## src/rtl/speed_governor.sv

```systemverilog
// -----------------------------------------------------------------------------
// speed_governor
//
// Closed-loop speed governor. The applied accelerate and brake forces are
// integrated into a registered speed value. A four-state controller pushes that
// speed toward a programmable threshold. It uses a hysteresis band around the
// threshold, clamps both forces to MAX_FORCE, and saturates all arithmetic so
// that nothing wraps.
//
// Parameters
//   W          width of the speed, threshold, request and force buses
//   STEP       boost added to af_req while accelerating
//   HYST       half-width of the cruise band around threshold
//   MAX_FORCE  upper clamp on o_af / o_bf (must be <= 2**W-1)
//
// Ports
//   clk        rising-edge clock
//   rst        synchronous active-high reset (overrides en)
//   en         governor enable; low forces IDLE and freezes speed
//   threshold  target speed
//   af_req     driver accelerate request
//   bf_req     driver brake request
//   speed      registered integrated speed
//   o_af       registered accelerate force
//   o_bf       registered brake force
//   state      00 IDLE, 01 ACCEL, 10 CRUISE, 11 BRAKE
//   at_target  high while state is CRUISE
//
// State table
//   state  | meaning
//   IDLE   | governor disabled or in reset; forces zero, speed frozen
//   ACCEL  | speed below the band; accelerate force applied
//   CRUISE | speed inside [lo, hi]; no force applied
//   BRAKE  | speed above the band; brake force applied
// -----------------------------------------------------------------------------
module speed_governor #(
   parameter int W         = 8,
   parameter int STEP      = 10,
   parameter int HYST      = 4,
   parameter int MAX_FORCE = 20
) (
   input  logic         clk,
   input  logic         rst,
   input  logic         en,
   input  logic [W-1:0] threshold,
   input  logic [W-1:0] af_req,
   input  logic [W-1:0] bf_req,
   output logic [W-1:0] speed,
   output logic [W-1:0] o_af,
   output logic [W-1:0] o_bf,
   output logic [1:0]   state,
   output logic         at_target
);

   typedef enum logic [1:0] {
      ST_IDLE   = 2'b00,
      ST_ACCEL  = 2'b01,
      ST_CRUISE = 2'b10,
      ST_BRAKE  = 2'b11
   } state_t;

   localparam logic [W:0] SPD_MAX_W = {1'b0, {W{1'b1}}};
   localparam logic [W:0] HYST_W    = (W+1)'(HYST);
   localparam logic [W:0] STEP_W    = (W+1)'(STEP);
   localparam logic [W:0] MAXF_W    = (W+1)'(MAX_FORCE);

   state_t state_r;

   // -------------------------------------------------------------------------
   // Integration: speed + o_af - o_bf evaluated in W+2 signed bits.
   // Bit W+1 is the sign bit, so a set bit means the result went below zero.
   // Bit W set on a non-negative result means it passed 2**W-1. The widest
   // positive value, 2*(2**W-1), cannot reach bit W+1.
   // -------------------------------------------------------------------------
   logic signed [W+1:0] sum_s;
   logic [W-1:0]        s_n;

   always_comb begin
      sum_s = $signed({2'b00, speed}) + $signed({2'b00, o_af})
            - $signed({2'b00, o_bf});
      if (sum_s[W+1])
         s_n = '0;
      else if (sum_s[W])
         s_n = {W{1'b1}};
      else
         s_n = sum_s[W-1:0];
   end

   // -------------------------------------------------------------------------
   // Cruise band [lo, hi], clamped to the representable speed range.
   // -------------------------------------------------------------------------
   logic [W:0] thr_w;
   logic [W:0] lo_w;
   logic [W:0] hi_sum;
   logic [W:0] hi_w;

   always_comb begin
      thr_w  = {1'b0, threshold};
      lo_w   = (thr_w < HYST_W) ? '0 : (thr_w - HYST_W);
      hi_sum = thr_w + HYST_W;
      hi_w   = (hi_sum > SPD_MAX_W) ? SPD_MAX_W : hi_sum;
   end

   // -------------------------------------------------------------------------
   // Candidate forces. The brake difference is used only when s_n > hi, and
   // hi is never below threshold, so s_n - threshold cannot underflow when it
   // is selected.
   // -------------------------------------------------------------------------
   logic [W:0]   af_sum;
   logic [W-1:0] af_next;
   logic [W-1:0] over_thr;
   logic [W:0]   bf_sum;
   logic [W-1:0] bf_next;

   always_comb begin
      af_sum   = {1'b0, af_req} + STEP_W;
      af_next  = (af_sum > MAXF_W) ? MAXF_W[W-1:0] : af_sum[W-1:0];
      over_thr = s_n - threshold;
      bf_sum   = {1'b0, over_thr} + {1'b0, bf_req};
      bf_next  = (bf_sum > MAXF_W) ? MAXF_W[W-1:0] : bf_sum[W-1:0];
   end

   logic below_band;
   logic above_band;

   always_comb begin
      below_band = ({1'b0, s_n} < lo_w);
      above_band = ({1'b0, s_n} > hi_w);
   end

   // -------------------------------------------------------------------------
   // Controller. It classifies the speed being written this edge, not the
   // old speed, so state, forces and speed always agree after the edge.
   // -------------------------------------------------------------------------
   always_ff @(posedge clk) begin
      if (rst) begin
         speed     <= '0;
         o_af      <= '0;
         o_bf      <= '0;
         state_r   <= ST_IDLE;
         at_target <= 1'b0;
      end else if (!en) begin
         o_af      <= '0;
         o_bf      <= '0;
         state_r   <= ST_IDLE;
         at_target <= 1'b0;
      end else begin
         speed <= s_n;
         if (below_band) begin
            state_r   <= ST_ACCEL;
            o_af      <= af_next;
            o_bf      <= '0;
            at_target <= 1'b0;
         end else if (above_band) begin
            state_r   <= ST_BRAKE;
            o_af      <= '0;
            o_bf      <= bf_next;
            at_target <= 1'b0;
         end else begin
            state_r   <= ST_CRUISE;
            o_af      <= '0;
            o_bf      <= '0;
            at_target <= 1'b1;
         end
      end
   end

   assign state = state_r;

endmodule

```

## config.mk

```make
export PLATFORM = sky130hd
export DESIGN_NAME = speed_governor
export DESIGN_NICKNAME = d
export VERILOG_FILES = /design/src/rtl/speed_governor.sv
export SDC_FILE = /design/constraint.sdc
export NUM_CORES = 1
export LEC_CHECK = 0
export BUFFER_PORTS_ARGS = -buffer_cell sky130_fd_sc_hd__clkbuf_2
export CAP_MARGIN = 30
export CORE_ASPECT_RATIO = 0.7
export CORE_MARGIN = 4
export CORE_UTILIZATION = 52
export DETAILED_ROUTE_END_ITERATION = 12
export PLACE_DENSITY_LB_ADDON = 0.25
export SYNTH_ARGS = -nofsm -noshare
export SYNTH_HDL_FRONTEND = slang
export SYNTH_SLANG_ARGS = --single-unit
```

## constraint.sdc

```tcl
create_clock -name clk -period 4.7 [get_ports clk]
set_input_delay 0.47 -clock clk [delete_from_list [all_inputs] [get_ports clk]]
set_output_delay 0.47 -clock clk [all_outputs]
set_load 0.02 [all_outputs]
```

==> results of run 1 <==
sequential cells by signal, indices dropped and copies added, names as in the netlist:
signal     count
at_target      1
o_af           8
o_bf           8
speed          8
state          2
routing by layer:
| layer | vias to the layer above | GRT usage |
|---|---|---|
| met5 | - | 0 |
| met4 | 0 | 0.0658 |
| met3 | 37 | 0.0430 |
| met2 | 175 | 0.420 |
| met1 | 1620 | 0.363 |
| li1 | 1667 | - |
worst max-delay path by stage:
stage	endpoint	slack [ns]
floorplan	o_bf[0]	-0.30
global placement	o_bf[1]	-0.37
detailed placement	o_bf[1]	-0.53
CTS	o_bf[3]	-0.38
global route	o_bf[3]	-0.92
finish	o_bf[3]	-0.71
per-stage QoR:
stage	util	cells	hold slack [ns]	worst slack, ns	setup TNS [ns]
global placement	0.695	575	0.534	-0.365	-1.76
CTS	0.738	600	0.407	-0.379	-1.93
floorplan	-	400	0.530	-0.303	-1.48
finish	0.758	608	0.404	-0.711	-4.34
global route	0.758	608	0.406	-0.916	-5.58
detailed placement	0.695	575	0.535	-0.529	-2.47
logic make-up (layout without fill, tap and decap cells):
logic type / Yosys count / count (layout)
compound gates: 95 / 95
xor+xnor: 22 / 22
fa+ha+maj: 49 / 49
buf+inv: 60 / 193
flops: 27 / 27
mux: 9 / 9
other cells: 1 / 6
simple gates: 132 / 132
critical path: cells and delay by family (launching register included):
| kind | cells | cell delay (ns) |
|---|---|---|
| buffers and inverters | 5 | 0.44 |
| flip-flops | 1 | 0.36 |
| AND/OR/NAND/NOR | 4 | 0.66 |
| adder cells (fa/ha/maj) | 5 | 1.64 |
| XOR/XNOR | 2 | 0.38 |
| AO/OA/AOI/OAI | 9 | 1.84 |
final cells by class:
cell class	count	area (um2)	area share
clock buffers	3	41.3	0.00942
clock inverters	1	5.00	0.00114
inverters	47	179	0.0408
multi-input cells	313	2560	0.583
flip-flops and latches	27	571	0.130
well taps	75	93.8	0.0214
repair buffers	142	937	0.214
repair_timing:
action / in CTS / in global routing
pin swaps: 12 / 21
gates cloned: 0 / 0
setup endpoints to repair: 5 / 7
buffers inserted: 21 / 8
hold endpoints to repair: 0 / 0
resized for setup: 7 / 14
hold buffers: 0 / 0
cell usage in the layout, fill, tap and decap left out, types with 5 or more instances in the layout:
master / instances
buf_4: 88
clkbuf_2: 53
nor2_1: 44
inv_1: 40
ha_1: 32
nand2_1: 21
a21oi_1: 19
o21ai_0: 13
dfxtp_1: 13
xnor2_1: 12
nand3_1: 10
xor2_1: 9
mux2i_1: 9
dfxtp_2: 9
nor3_1: 8
fa_1: 8
a21o_1: 7
a31oi_1: 6
inv_2: 6
conb_1: 6
o21a_1: 5
nor4_1: 5
and3_1: 5
ha_4: 5
dfxtp_4: 5
==> results.json, run 1 <==
{
  "grt_overflow": 0,
  "start_util": 0.542,
  "worstSetupStartpoint": "o_af[1]",
  "grt_pass1_wl_um": 15600,
  "muxShareOfSynthArea": 0.0287,
  "max_freq_ghz": 0.185,
  "crit_required_ns": 4.91,
  "synth_top_area_share": 0.172,
  "clk_pin_slew_worst_paths_ns": 0.09,
  "dieArea_um2": 7360,
  "synthXorXnorAreaFrac": 0.0614,
  "globalplace.congestion": 0.962,
  "syn_area_per_cell_um2": 7.94,
  "cap_violations": 0,
  "reg2reg_slack_ns": -0.71,
  "num_vias": 3499,
  "crit_slowest_cell": "fa_1",
  "relSlewSlack": 0.588,
  "synthArstFlopShare": 0,
  "yosys.area_share.simple": 0.214,
  "nets": 609,
  "design.core.area_um2": 5780,
  "skew_ns": 0.00189,
  "boundaryPins": 54,
  "postRouteWirelength_um": 9740,
  "worstPathMaxFanout": 3,
  "syn_inst": 395,
  "vias_per_cell": 5.75,
  "nFillCells": 391,
  "period_minus_slack_ns": 5.41,
  "min_from": "af_req[0]",
  "fin_ws_ns": -0.711,
  "crit_type": "reg -> reg",
  "cts.path.max_buffers": 2,
  "synth_compound_area_frac": 0.225,
  "initialDrtViolationCount": 244,
  "synth.most_common_cell": "inv_1",
  "die_width_um": 101,
  "wl_per_cell_um": 16.0,
  "drtPass1Iterations": 7,
  "first_global_vias": 3333,
  "finalHoldViolCount": 0,
  "synthTopCellsByCount": "inv_1 (47), nor2_1 (44), ha_1 (39)",
  "wl_met3_um": 684,
  "slew_viol_final": 0,
  "min_to": "o_af[0]",
  "yosysUniqueCellTypes": 73,
  "ff2ff_path_depth": 25,
  "cp.arrival_ns": 5.62,
  "ys_seq_area_frac": 0.172,
  "place.port_buffers": 53,
  "rr_startpoint": "o_af[1]",
  "violations": "negative setup slack",
  "syn_area_um2": 3140,
  "status": "finished with violations",
  "htree_levels": 1,
  "hold_path_class": "in -> reg",
  "synth_top_family_by_area": "compound AO/OA/AOI/OAI gates",
  "layout-drive-gt1-share": 0.396,
  "dieHeight_um": 73.0,
  "fin_area_um2": 4380,
  "drcViolationCount": 0,
  "grt_use_total": 0.260,
  "synth_top_flop_cell": "dfxtp_1",
  "synth_area_leaders": "dfxtp_1 (17%), ha_1 (16%), fa_1 (5.7%)",
  "synth-edff-count": 0,
  "setup_viol": 7,
  "place_area_um2": 4020,
  "grt_max_degree": 16,
  "cp-start-kind": "flip-flop",
  "reg2reg_to": "o_bf[3]",
  "worst_setup_path_end_kind": "flip-flop",
  "cts_root_buffer": "clkbuf_8",
  "floorplan.rows": 23,
  "top_layer_used": "met4",
  "yosys.area.top_type": "dfxtp_1",
  "ys_seq_elements": 27,
  "clkLatencyLatePin_ns": 0.27,
  "dr_wl_met2_um": 4410,
  "cts_tree": "built",
  "yosys_warnings": 0,
  "crit_path_max_incr_delay_ns": 0.56,
  "ant_nets": 0,
  "rsz0062_at_grt": "yes",
  "numCtsBuffers": 3,
  "synthAdderAreaFrac": 0.216,
  "min_path_cells": 3,
  "drt-met1-wl_um": 4350,
  "clock_sinks": 27,
  "antenna_found_initial": 0,
  "worst_pin_slew_ns": 0.613,
  "diodes": 0,
  "syn_to_final_growth_pct": 39.7,
  "detailed_place_hpwl_um": 7200,
  "min_period_over_period": 1.15
}
Power of run 1 is left out: the tool's default activity adds up to more than one toggle a clock period on the data nets, which glitch-free logic cannot reach.
==> inputs of run 2 (changes only) <==
--- a/config.mk
+++ b/config.mk
@@ -7,7 +7,6 @@
 export LEC_CHECK = 0
 export BUFFER_PORTS_ARGS = -buffer_cell sky130_fd_sc_hd__clkbuf_2
 export CAP_MARGIN = 30
-export CORE_ASPECT_RATIO = 0.7
 export CORE_MARGIN = 4
 export CORE_UTILIZATION = 52
 export DETAILED_ROUTE_END_ITERATION = 12
==> run 2 against run 1 <==
The run still ends with negative setup slack left. Non-clock buffer count is 16 lower. Sequential cell count stayed put. Sequential share of layout area is 0.10 points higher. Final cell count is 2.6% lower. Global-route usage is 2.1 points lower.
==> results.json, run 2 (synthesis results as in run 1) <==
{
  "grt_use_total": 0.240,
  "ant_nets": 0,
  "globalplace.congestion": 0.909,
  "worst_setup_path_end_kind": "flip-flop",
  "rsz0062_at_grt": "yes",
  "grt_max_degree": 18,
  "setup_viol": 5,
  "place.port_buffers": 53,
  "crit_chain": "inv_1 > fa_1 > inv_1 > ha_1 > buf_4 > a21o_1 > o221a_4 > o221a_4 > xnor2_4 > ha_4 > a21oi_4 > maj3_2 > o21bai_1 > xor2_1 > ha_1 > inv_1 > o21bai_2 > and3b_1 > o32a_1 > o31a_1 > nor4_4 > buf_4 > a211oi_1",
  "detailed_place_hpwl_um": 6980,
  "min_period_over_period": 1.09,
  "cts.path.max_buffers": 2,
  "start_util": 0.533,
  "cap_violations": 0,
  "wl_per_cell_um": 16.0,
  "violations": "negative setup slack",
  "hold_ws_ns": 0.394,
  "status": "finished with violations",
  "grt_overflow": 0,
  "clkLatencyLatePin_ns": 0.28,
  "grt_pass1_wl_um": 14400,
  "nFillCells": 434,
  "reg_top3": "o_af x8, o_bf x8, speed x8",
  "relSlewSlack": 0.616,
  "initialDrtViolationCount": 229,
  "crit_path_max_incr_delay_ns": 0.55,
  "nets": 593,
  "diodes": 0,
  "antenna_found_initial": 0,
  "syn_to_final_growth_pct": 38.7,
  "fin_ws_ns": -0.408,
  "cts_root_buffer": "clkbuf_8",
  "htree_levels": 1,
  "postCtsHoldBufs": 0,
  "place_ws_ns": -0.575,
  "slew_viol_final": 0,
  "boundaryPins": 54,
  "postRouteWirelength_um": 9460,
  "crit_type": "reg -> reg",
  "clk_pin_slew_worst_paths_ns": 0.10,
  "crit_required_ns": 4.86,
  "crit_buf_inv": 5,
  "max_freq_ghz": 0.196,
  "die_width_um": 85.7,
  "drtPass1Iterations": 5,
  "cp-start-kind": "flip-flop",
  "period_minus_slack_ns": 5.11,
  "cts_tree": "built",
  "floorplan.rows": 28,
  "design.core.area_um2": 5890,
  "dieArea_um2": 7340,
  "crit_family": "compound AO/OA/AOI/OAI gates",
  "first_global_vias": 3205,
  "clock_sinks": 27,
  "vias_per_cell": 5.71,
  "worst_pin_slew_ns": 0.571,
  "cp.arrival_ns": 5.27,
  "skew_ns": 0.00449,
  "final_common_cell": "buf_4",
  "worstPathMaxFanout": 4,
  "mostFrequentLayoutCells": "buf_4 (73), clkbuf_2 (53), nor2_1 (42)",
  "layout-drive-gt1-share": 0.398,
  "drcViolationCount": 0,
  "hold_path_class": "in -> reg",
  "crit_top_cell": "inv_1",
  "crit_slowest_cell": "fa_1",
  "finalHoldViolCount": 0,
  "dieHeight_um": 85.7,
  "num_vias": 3383,
  "numCtsBuffers": 3
}
-- run 2: timing repair --
item,4_1_cts,5_1_grt
buffers inserted,3,5
pin swaps,9,7
gates resized for setup,9,25
setup endpoints to repair,5,7
-- run 2: through the flow --
stage          utilization  TNS [ns]  instance area (um2)  instances
6_report             0.739     -1.87                 4350        592
5_1_grt              0.739     -3.17                 4350        592
4_1_cts              0.710     -1.49                 4180        587
3_5_place_dp         0.689     -2.79                 4060        580
3_3_place_gp         0.689     -1.78                 4060        580
2_1_floorplan            -     -1.48                 3290        400
-- run 2: worst paths after layout --
path	startpoint	depth (start not counted)	slack [ns]	end
setup reg to reg	speed[6]	23	-0.41	o_bf[4]
hold / removal	af_req[0]	3	0.39	o_af[0]
setup / recovery	speed[6]	23	-0.41	o_bf[4]
hold reg to reg	speed[3]	3	0.60	speed[3]
-- run 2: worst min-delay path: cells and delay by family --
family	cells	cell delay, ns
AND/OR/NAND/NOR	1	0.04
buffers and inverters	2	0.13
-- run 2: metal layers --
metal  vias to the layer above  track usage  wire (um)
li1                       1631            -          -
met1                      1595        0.295       3860
met2                       122        0.419       4620
met3                        35       0.0432        601
met4                         0       0.0820        382
met5                         -            0          0
-- run 2: layout make-up --
| type | count | area [um2] | area share |
|---|---|---|---|
| multi-input combinational | 313 | 2640 | 0.608 |
| timing repair buffer | 126 | 813 | 0.187 |
| sequential | 27 | 571 | 0.131 |
| inverter | 47 | 179 | 0.0411 |
| tap | 75 | 93.8 | 0.0216 |
| clock buffer | 3 | 41.3 | 0.00949 |
| clock inverter | 1 | 8.76 | 0.00201 |
Power of run 2 is left out for the same reason.
==> inputs of run 3 (changes only) <==
--- a/config.mk
+++ b/config.mk
@@ -11,6 +11,7 @@
 export CORE_UTILIZATION = 52
 export DETAILED_ROUTE_END_ITERATION = 12
 export PLACE_DENSITY_LB_ADDON = 0.25
+export REMOVE_ABC_BUFFERS = 1
 export SYNTH_ARGS = -nofsm -noshare
 export SYNTH_HDL_FRONTEND = slang
 export SYNTH_SLANG_ARGS = --single-unit
==> run 3 against run 2 <==
The run still ends with negative setup slack left. Maximum frequency about the same. Routed wire length grew 3.7%. Register-to-register slack is essentially flat. Sequential cell count is the same. Clock skew is essentially flat. Worst hold slack got worse by 0.0014 ns. Utilization grew 1.2 points. Final cell count rose by 3.0%. Critical path type unchanged. Critical endpoint is now o_bf[1]. Highest routed layer unchanged.
==> results.json, run 3 (synthesis results as in run 1) <==
{
  "status": "finished with violations",
  "violations": "negative setup slack",
  "crit_type": "reg -> reg",
  "cap_violations": 0,
  "num_vias": 3519,
  "cp.arrival_ns": 5.32,
  "setup_viol": 5,
  "drt-met1-wl_um": 4030,
  "floorplan.rows": 28,
  "crit_chain": "inv_2 > fa_2 > fa_2 > nand2b_4 > buf_6 > a211oi_4 > nor2_2 > o221a_4 > xnor2_4 > ha_4 > a21oi_2 > maj3_2 > o21bai_1 > xor2_1 > ha_1 > inv_1 > o21bai_2 > and3b_1 > o32a_1 > o31a_1 > nor4_2 > buf_4 > nand2_2 > nor3_2",
  "grt_use_total": 0.249,
  "mostFrequentLayoutCells": "buf_4 (90), clkbuf_2 (53), nor2_1 (40)",
  "worst_pin_slew_ns": 0.570,
  "finalHoldViolCount": 0,
  "vias_per_cell": 5.77,
  "crit_buf_inv": 4,
  "numCtsBuffers": 3,
  "nFillCells": 405,
  "hold_path_class": "in -> reg",
  "antenna_found_initial": 0,
  "globalplace.congestion": 0.941,
  "min_period_over_period": 1.09,
  "ff2ff_path_depth": 24,
  "crit_required_ns": 4.91,
  "crit_path_max_incr_delay_ns": 0.50,
  "initialDrtViolationCount": 333,
  "slew_viol_final": 0,
  "top_layer_used": "met4",
  "cts_tree": "built",
  "fin_ws_ns": -0.408,
  "grt_max_degree": 17,
  "cts.path.max_buffers": 2,
  "min_from": "af_req[0]",
  "grt_overflow": 0,
  "design.core.area_um2": 5890,
  "dieArea_um2": 7340,
  "diodes": 0,
  "reg_top3": "o_af x8, o_bf x8, speed x8",
  "relSlewSlack": 0.616,
  "cts_root_buffer": "clkbuf_8",
  "fin_area_um2": 4420,
  "reg2reg_slack_ns": -0.41,
  "wl_met3_um": 518,
  "period_minus_slack_ns": 5.11,
  "dieHeight_um": 85.7,
  "worstSetupStartpoint": "o_af[1]",
  "nets": 611,
  "postRouteWirelength_um": 9810,
  "syn_to_final_growth_pct": 41.0,
  "place_ws_ns": -0.609,
  "wl_per_cell_um": 16.1,
  "place_area_um2": 4030,
  "dr_wl_met2_um": 4760,
  "worst_setup_path_end_kind": "flip-flop",
  "finish.utilization": 0.751,
  "crit_family": "adder cells",
  "clkLatencyLatePin_ns": 0.28,
  "clk_pin_slew_worst_paths_ns": 0.09,
  "start_util": 0.533,
  "reg2reg_to": "o_bf[1]",
  "rsz0062_at_grt": "yes",
  "boundaryPins": 54,
  "min_path_cells": 3,
  "drcViolationCount": 0,
  "crit_slowest_cell": "fa_2",
  "first_global_vias": 3235,
  "cp-start-kind": "flip-flop",
  "postCtsHoldBufs": 0,
  "skew_ns": 0.00412,
  "place.port_buffers": 53,
  "crit_top_cell": "fa_2",
  "worstPathMaxFanout": 5,
  "final_common_cell": "buf_4",
  "detailed_place_hpwl_um": 6900,
  "htree_levels": 1,
  "ant_nets": 0,
  "min_to": "o_af[0]",
  "grt_pass1_wl_um": 14900,
  "layout-drive-gt1-share": 0.415,
  "die_width_um": 85.7,
  "rr_startpoint": "o_af[1]",
  "clock_sinks": 27,
  "drtPass1Iterations": 5,
  "max_freq_ghz": 0.196
}
run 3: worst max path at each step:
stage | endpoint | slack, ns | depth (start not counted)
finish | o_bf[1] | -0.41 | 24
global route | o_bf[1] | -0.67 | 27
CTS | o_bf[3] | -0.29 | 24
detailed placement | o_bf[3] | -0.61 | 26
global placement | o_bf[3] | -0.33 | 23
floorplan | o_bf[0] | -0.72 | 24
run 3: tightest hold or removal path, cell delays in order:
cell	delay, ns
clkbuf_2	0.08
inv_1	0.05
nor3_1	0.04
run 3: through the flow:
step,hold slack [ns],TNS [ns],instances
2_1_floorplan,0.542,-3.57,387
3_3_place_gp,0.572,-1.56,594
3_5_place_dp,0.587,-2.79,594
4_1_cts,0.406,-1.28,604
5_1_grt,0.411,-3.47,610
6_report,0.393,-1.83,610
run 3: layer usage:
metal / track usage / vias to the layer above
met5: 0 / -
met4: 0.0878 / 0
met3: 0.0336 / 58
met2: 0.441 / 169
met1: 0.308 / 1622
li1: - / 1670
run 3: layout make-up:
class | instances | area [um2] | area share
clock buffers | 3 | 41.3 | 0.00934
multi-input cells | 313 | 2590 | 0.587
well taps | 75 | 93.8 | 0.0212
clock inverters | 1 | 7.51 | 0.00170
inverters | 47 | 179 | 0.0405
flip-flops and latches | 27 | 554 | 0.125
repair buffers | 144 | 952 | 0.215
run 3: timing repair:
action	in CTS	in global routing
pin swaps	8	4
gates resized for setup	40	24
setup endpoints to repair	7	7
buffers inserted	6	6
endpoints found under the hold margin	0	0
Power of run 3 is left out for the same reason.
